**config.mk**
```make
export PLATFORM = sky130hd
export DESIGN_NAME = ram_fifo_ctrl
export DESIGN_NICKNAME = d
export VERILOG_FILES = /design/src/rtl/ram_fifo_ctrl.sv
export SDC_FILE = /design/constraint.sdc
export NUM_CORES = 1
export LEC_CHECK = 0
export BUFFER_PORTS_ARGS = -buffer_cell sky130_fd_sc_hd__buf_4
export CAP_MARGIN = 20
export CORE_MARGIN = 2
export CORE_UTILIZATION = 40
export DETAILED_ROUTE_END_ITERATION = 6
export GPL_ROUTABILITY_DRIVEN = 1
export GPL_TIMING_DRIVEN = 0
export PLACE_DENSITY = 0.66
export SYNTH_ARGS = -nofsm -noshare
export SYNTH_HDL_FRONTEND = slang
export SYNTH_SLANG_ARGS = --single-unit
```
**constraint.sdc**
```tcl
create_clock -name clk -period 4.1 [get_ports clk]
set_input_delay 0.82 -clock clk [delete_from_list [all_inputs] [get_ports clk]]
set_output_delay 0.82 -clock clk [all_outputs]
set_load 0.02 [all_outputs]
```
**src/rtl/ram_fifo_ctrl.sv**
```systemverilog
// ---------------------------------------------------------------------------
// ram_fifo_ctrl
//   Synchronous FIFO controller placed directly in front of a single-port RAM.
//   It turns push/pop requests into at most one registered RAM access per
//   cycle, tracks read/write pointers and occupancy, and registers the RAM
//   read data back out to the consumer.
//
//   Pop has priority over push. When a pop is accepted in the same cycle as a
//   push request, the push is refused (push_ready=0).
//
//   Pop-to-data latency is 2 cycles:
//     accept edge -> RD cycle on the RAM bus -> capture edge (pop_valid=1).
//
// Ports
//   clk           rising-edge clock
//   rst           asynchronous, active-high reset
//   push          producer write request
//   push_data     word to enqueue
//   push_ready    push accepted this cycle if push=1 (combinational)
//   pop           consumer read request
//   pop_data      dequeued word, valid while pop_valid=1, held until next read
//   pop_valid     one-cycle strobe per accepted pop
//   full, empty   occupancy flags
//   count         current occupancy (0..memory_size)
//   ram_addr      to RAM addr
//   ram_data_in   to RAM data_in
//   ram_data_out  from RAM data_out (combinational read)
//   ram_wr        to RAM wr
//   ram_cs        to RAM cs
//   ovf, udf      sticky overflow/underflow flags (RAM_FIFO_ERR_EN only)
//
// Configuration
//   RAM_FIFO_ERR_EN : when defined, adds the sticky ovf/udf outputs.
// ---------------------------------------------------------------------------
module ram_fifo_ctrl #(
    parameter int addr_size   = 10,
    parameter int word_size   = 8,
    parameter int memory_size = 1024
) (
    input  logic                 clk,
    input  logic                 rst,
    input  logic                 push,
    input  logic [word_size-1:0] push_data,
    output logic                 push_ready,
    input  logic                 pop,
    output logic [word_size-1:0] pop_data,
    output logic                 pop_valid,
    output logic                 full,
    output logic                 empty,
    output logic [addr_size:0]   count,
    output logic [addr_size-1:0] ram_addr,
    output logic [word_size-1:0] ram_data_in,
    input  logic [word_size-1:0] ram_data_out,
    output logic                 ram_wr,
`ifdef RAM_FIFO_ERR_EN
    output logic                 ovf,
    output logic                 udf,
`endif
    output logic                 ram_cs
);

    // State names the access driven on the RAM bus during the current cycle.
    typedef enum logic [1:0] {
        IDLE = 2'd0,
        WR   = 2'd1,
        RD   = 2'd2
    } state_t;

    localparam logic [addr_size:0]   DEPTH   = (addr_size+1)'(memory_size);
    localparam logic [addr_size-1:0] PTR_ONE = {{(addr_size-1){1'b0}}, 1'b1};
    localparam logic [addr_size:0]   CNT_ONE = {{addr_size{1'b0}}, 1'b1};

    state_t                 state_q, state_d;
    logic [addr_size-1:0]   wr_ptr_q, wr_ptr_d;
    logic [addr_size-1:0]   rd_ptr_q, rd_ptr_d;
    logic [addr_size:0]     count_q, count_d;
    logic [addr_size-1:0]   ram_addr_q, ram_addr_d;
    logic [word_size-1:0]   ram_data_in_q, ram_data_in_d;
    logic [word_size-1:0]   pop_data_q, pop_data_d;
    logic                   pop_valid_q, pop_valid_d;

    logic pop_acc;
    logic push_acc;

    assign full  = (count_q == DEPTH);
    assign empty = (count_q == '0);

    assign pop_acc    = pop & ~empty;
    assign push_acc   = push & ~full & ~pop_acc;
    assign push_ready = ~full & ~pop_acc;

    always_comb begin
        // NOTE: every signal gets a default before any branch so no latch is inferred.
        state_d       = IDLE;
        wr_ptr_d      = wr_ptr_q;
        rd_ptr_d      = rd_ptr_q;
        count_d       = count_q;
        ram_addr_d    = ram_addr_q;
        ram_data_in_d = ram_data_in_q;
        pop_data_d    = pop_data_q;
        pop_valid_d   = 1'b0;

        if (pop_acc) begin
            state_d    = RD;
            ram_addr_d = rd_ptr_q;
            rd_ptr_d   = rd_ptr_q + PTR_ONE;   // wraps naturally at 2**addr_size
            count_d    = count_q - CNT_ONE;
        end else if (push_acc) begin
            state_d       = WR;
            ram_addr_d    = wr_ptr_q;
            ram_data_in_d = push_data;
            wr_ptr_d      = wr_ptr_q + PTR_ONE;
            count_d       = count_q + CNT_ONE;
        end

        // The RAM read is combinational, so the word addressed during an RD
        // cycle is present on ram_data_out at the edge that ends it.
        if (state_q == RD) begin
            pop_data_d  = ram_data_out;
            pop_valid_d = 1'b1;
        end
    end

    // NOTE: sequential state uses non-blocking assignments so every flop samples pre-edge values.
    always_ff @(posedge clk or posedge rst) begin
        if (rst) begin
            state_q       <= IDLE;
            wr_ptr_q      <= '0;
            rd_ptr_q      <= '0;
            count_q       <= '0;
            ram_addr_q    <= '0;
            ram_data_in_q <= '0;
            pop_data_q    <= '0;
            pop_valid_q   <= 1'b0;
        end else begin
            state_q       <= state_d;
            wr_ptr_q      <= wr_ptr_d;
            rd_ptr_q      <= rd_ptr_d;
            count_q       <= count_d;
            ram_addr_q    <= ram_addr_d;
            ram_data_in_q <= ram_data_in_d;
            pop_data_q    <= pop_data_d;
            pop_valid_q   <= pop_valid_d;
        end
    end

    assign ram_cs      = (state_q != IDLE);
    assign ram_wr      = (state_q == WR);
    assign ram_addr    = ram_addr_q;
    assign ram_data_in = ram_data_in_q;
    assign pop_data    = pop_data_q;
    assign pop_valid   = pop_valid_q;
    assign count       = count_q;

`ifdef RAM_FIFO_ERR_EN
    logic ovf_q, ovf_d;
    logic udf_q, udf_d;

    // Sticky: set on any illegal request, cleared only by reset.
    always_comb begin
        ovf_d = ovf_q | (push & full);
        udf_d = udf_q | (pop & empty);
    end

    always_ff @(posedge clk or posedge rst) begin
        if (rst) begin
            ovf_q <= 1'b0;
            udf_q <= 1'b0;
        end else begin
            ovf_q <= ovf_d;
            udf_q <= udf_d;
        end
    end

    assign ovf = ovf_q;
    assign udf = udf_q;
`endif

endmodule

```
==> metrics.md <==
| Metric | Value |
|---|---|
| Highest net fanout along the worst path | 19 |
| Clock latency at the later pin of the worst-skew pair | 330 ps |
| Synth Area per Inst | 11.54 um^2 |
| Setup repair after global routing missed its margin | false |
| Number of buffer cells added on primary ports | 62 |
| Flop2flop setup slack | 430 ps |
| Slew Limit Fails | 0 |
| DRC | 0 |
| ANT cells | 0 |
| Number of flops mapped to enable cells by yosys | 0 |
| Clock tree root buffer cell | sky130_fd_sc_hd__clkbuf_8 |
| Post-synthesis async set-or-reset flop share | 1.000 |
| Width of the chip | 88.25 um |
| Avg WL per Cell | 14.31 um |
| Setup Total Neg Slack | 0 ps |
| Distinct cell type count after synthesis | 35 |
| Maximum operating frequency | 0.2725 GHz |
| Final GP Congestion | 0.8800 |
| R2r startpoint | count[2] |
| Post-Place Cells | 405 |
| Net count after synthesis | 278 |
| Post-CTS setup buffer count | 0 |
| Ratio of total power to cell area | 653.0 nW/um^2 |
| Fraction of final layout cells sized beyond drive strength 1 | 0.3364 |
| Worst setup timing slack at the placement stage | 497.0 ps |
| Drt first-iter violations | 129 |
| Non-filler cells, final | 420 |
| Resized cells post-CTS | 0 |
| All-Layer GR Usage | 0.1661 |
| Worst flop-to-flop path endpoint | count[10] |
| Flip-flop and latch count after synthesis | 60 |
| Via count normalized by instance count | 5.019 |
| Worst setup path category | flip-flop to flip-flop |
| Final setup violation count | 0 |
| Global-route congestion overflow total | 0 |
| Post-route antenna net violation count | 0 |
| Number of warning messages in the yosys log | 0 |
| Setup skew after layout | 7.336 ps |
| Number of cells produced by synthesis | 246 |
| Total Die Area | 7787 um^2 |
| Max H-tree Level | 3 |
| Global-route wire length before repair | 9784 um |
| Most common cell after layout, fill and taps aside | sky130_fd_sc_hd__buf_4 |
| Data required time at the worst endpoint | 4370 ps |
| IO Pins | 63 |
| Synth-to-layout area growth | 27.55% |
| Critical Path End | count[10] |
| Hold depth | 1 |
| Critical Path Start Type | flip-flop |
| CTS max path bufs | 2 |
| CTS tree | done |
| Critical Path Source | count[2] |
| Post-synthesis sequential area ratio | 0.5289 |
| Data arrival, critical path | 3940 ps |
| Total detailed-routing wirelength | 6009 um |
| Starting density of the core | 0.4156 |
| Result of the run | finished, final reports clean |
| Largest net degree at the start of global routing | 35 |
| Final-report hold violation count | 0 |
| Placement Cell Area | 3445 um^2 |
| Final WS setup | 429.8 ps |
| Top_reg_cell synth | sky130_fd_sc_hd__dfrtp_1 |
| Die Ht | 88.25 um |
| Syn Std Cell Area | 2839 um^2 |
| Vias after detailed routing | 2108 |
| Worst Setup End Kind | flip-flop |
| Sink count of the clock tree | 60 |
| Area of the core | 6832 um^2 |
| Number of clock buffers inserted by TritonCTS | 9 |
| Row Count | 30 |
| First-pass detailed-route iteration total | 5 |
| Dpl hpwl | 4212 um |
| Length in cells of the worst reg-to-reg path | 12 |
| MaxCap Viol Count | 0 |
| Worst relative slew slack | 0.5975 |
| Number of antenna violations at the first check in global routing | 0 |
| Final-stage net count | 352 |
| Tightest Pin Transition | 602.9 ps |
| Most used cells in the layout excluding fill and tap cells | sky130_fd_sc_hd__buf_4, sky130_fd_sc_hd__dfrtp_1, sky130_fd_sc_hd__mux2_2, sky130_fd_sc_hd__nand2_1, sky130_fd_sc_hd__inv_1 |
| Crit path time final | 3670 ps |
| Fill count | 639 |
| Crit share post-route | 0.8952 |
| Number of global-route vias before repair | 2032 |
| Leakage power summed over all cells | 1.773 nW |
| Hold Path Class | flip-flop to flip-flop |
| Peak ir drop on the vdd network | 0.2746 mV |
| Minimum hold slack | 474.7 ps |
| Final instance area | 3621 um^2 |
| Clock-pin slew of the registers on the worst-case setup and hold paths | 70 ps |
| Total of hold buffers inserted after clock tree synthesis | 0 |
[state kept, by name, indices dropped and copies added (netlist names)]
name and cells:
count 11, pop_data 8, pop_valid 1, ram_addr 10
ram_data_in 8, rd_ptr_q 10, state_q 2, wr_ptr_q 10
[layer usage]
| layer | GRT usage | wire length, um | share of wire |
|---|---|---|---|
| met1 | 0.2232 | 2812 | 0.47 |
| met2 | 0.2474 | 2761 | 0.46 |
| met3 | 0.05690 | 364 | 0.061 |
| met4 | 0.06749 | 69 | 0.011 |
| met5 | 0 | 0 | 0 |
[worst min-delay path by stage]
stage | from | end | slack, ps
2_1_floorplan | rd_ptr_q[9] | rd_ptr_q[9] | 440
3_3_place_gp | wr_ptr_q[9] | wr_ptr_q[9] | 460
3_5_place_dp | wr_ptr_q[9] | wr_ptr_q[9] | 460
4_1_cts | wr_ptr_q[9] | wr_ptr_q[9] | 480
5_1_grt | wr_ptr_q[9] | wr_ptr_q[9] | 510
6_report | wr_ptr_q[9] | wr_ptr_q[9] | 470
[power breakdown]
part / internal (mW) / switching, mW
logic: 0.440 / 0.488
registers: 0.765 / 0.194
clock network: 0.246 / 0.230
total: 1.45 / 0.913
[synthesized netlist by cell type (2+ instances only)]
| library cell | n | area share |
|---|---|---|
| sky130_fd_sc_hd__buf_2 | 5 | 0.0088 |
| sky130_fd_sc_hd__nand3_1 | 10 | 0.018 |
| sky130_fd_sc_hd__a21o_1 | 3 | 0.0079 |
| sky130_fd_sc_hd__nand4_1 | 5 | 0.011 |
| sky130_fd_sc_hd__nand2_1 | 18 | 0.024 |
| sky130_fd_sc_hd__inv_1 | 19 | 0.025 |
| sky130_fd_sc_hd__xor2_1 | 10 | 0.031 |
| sky130_fd_sc_hd__nor2_1 | 7 | 0.0093 |
| sky130_fd_sc_hd__dfrtp_1 | 60 | 0.53 |
| sky130_fd_sc_hd__a31oi_1 | 3 | 0.0066 |
| sky130_fd_sc_hd__xnor2_1 | 17 | 0.052 |
| sky130_fd_sc_hd__and3_1 | 6 | 0.013 |
| sky130_fd_sc_hd__clkbuf_1 | 2 | 0.0026 |
| sky130_fd_sc_hd__mux2_2 | 19 | 0.075 |
| sky130_fd_sc_hd__nor2b_1 | 5 | 0.011 |
| sky130_fd_sc_hd__o21ai_0 | 12 | 0.021 |
| sky130_fd_sc_hd__ha_1 | 11 | 0.048 |
| sky130_fd_sc_hd__a21oi_1 | 8 | 0.014 |
| sky130_fd_sc_hd__a222oi_1 | 10 | 0.035 |
[cell type report]
| type | count | area (um^2) | share of cell area |
|---|---|---|---|
| multi-input combinational | 159 | 1230 | 0.3397 |
| tap | 96 | 120.1 | 0.03317 |
| timing repair buffer | 63 | 485.5 | 0.1341 |
| inverter | 20 | 75.07 | 0.02073 |
| clock inverter | 4 | 25.02 | 0.006911 |
| sequential | 60 | 1501 | 0.4147 |
| buffer | 7 | 32.53 | 0.008984 |
| clock buffer | 11 | 151.4 | 0.04181 |
[stage by stage]
stage | power (mW) | util
floorplan | 1.567 | -
detailed placement | 1.899 | 0.5042
CTS | 2.389 | 0.5300
global route | 2.545 | 0.5300
global placement | 1.869 | 0.5013
finish | 2.364 | 0.5300
[logic make-up after synthesis]
logic type / synth area share
fa+ha+maj: 0.05553
xor+xnor: 0.08329
simple gates: 0.1172
mux: 0.07537
compound gates: 0.1018
flops: 0.5289
buf+inv: 0.03790
[critical path, stage by stage (launching register included)]
cell and delay, ps:
sky130_fd_sc_hd__dfrtp_1 420, sky130_fd_sc_hd__nor4_2 480, sky130_fd_sc_hd__nand3_1 230, sky130_fd_sc_hd__o21ai_1 370
sky130_fd_sc_hd__inv_2 140, sky130_fd_sc_hd__buf_2 290, sky130_fd_sc_hd__ha_1 370, sky130_fd_sc_hd__nor2b_1 160
sky130_fd_sc_hd__o2111ai_1 270, sky130_fd_sc_hd__a21oi_1 170, sky130_fd_sc_hd__o21ai_0 290, sky130_fd_sc_hd__mux2_2 370
sky130_fd_sc_hd__nand3_1 60
No activity file was read; power rests on OpenSTA's default activity.
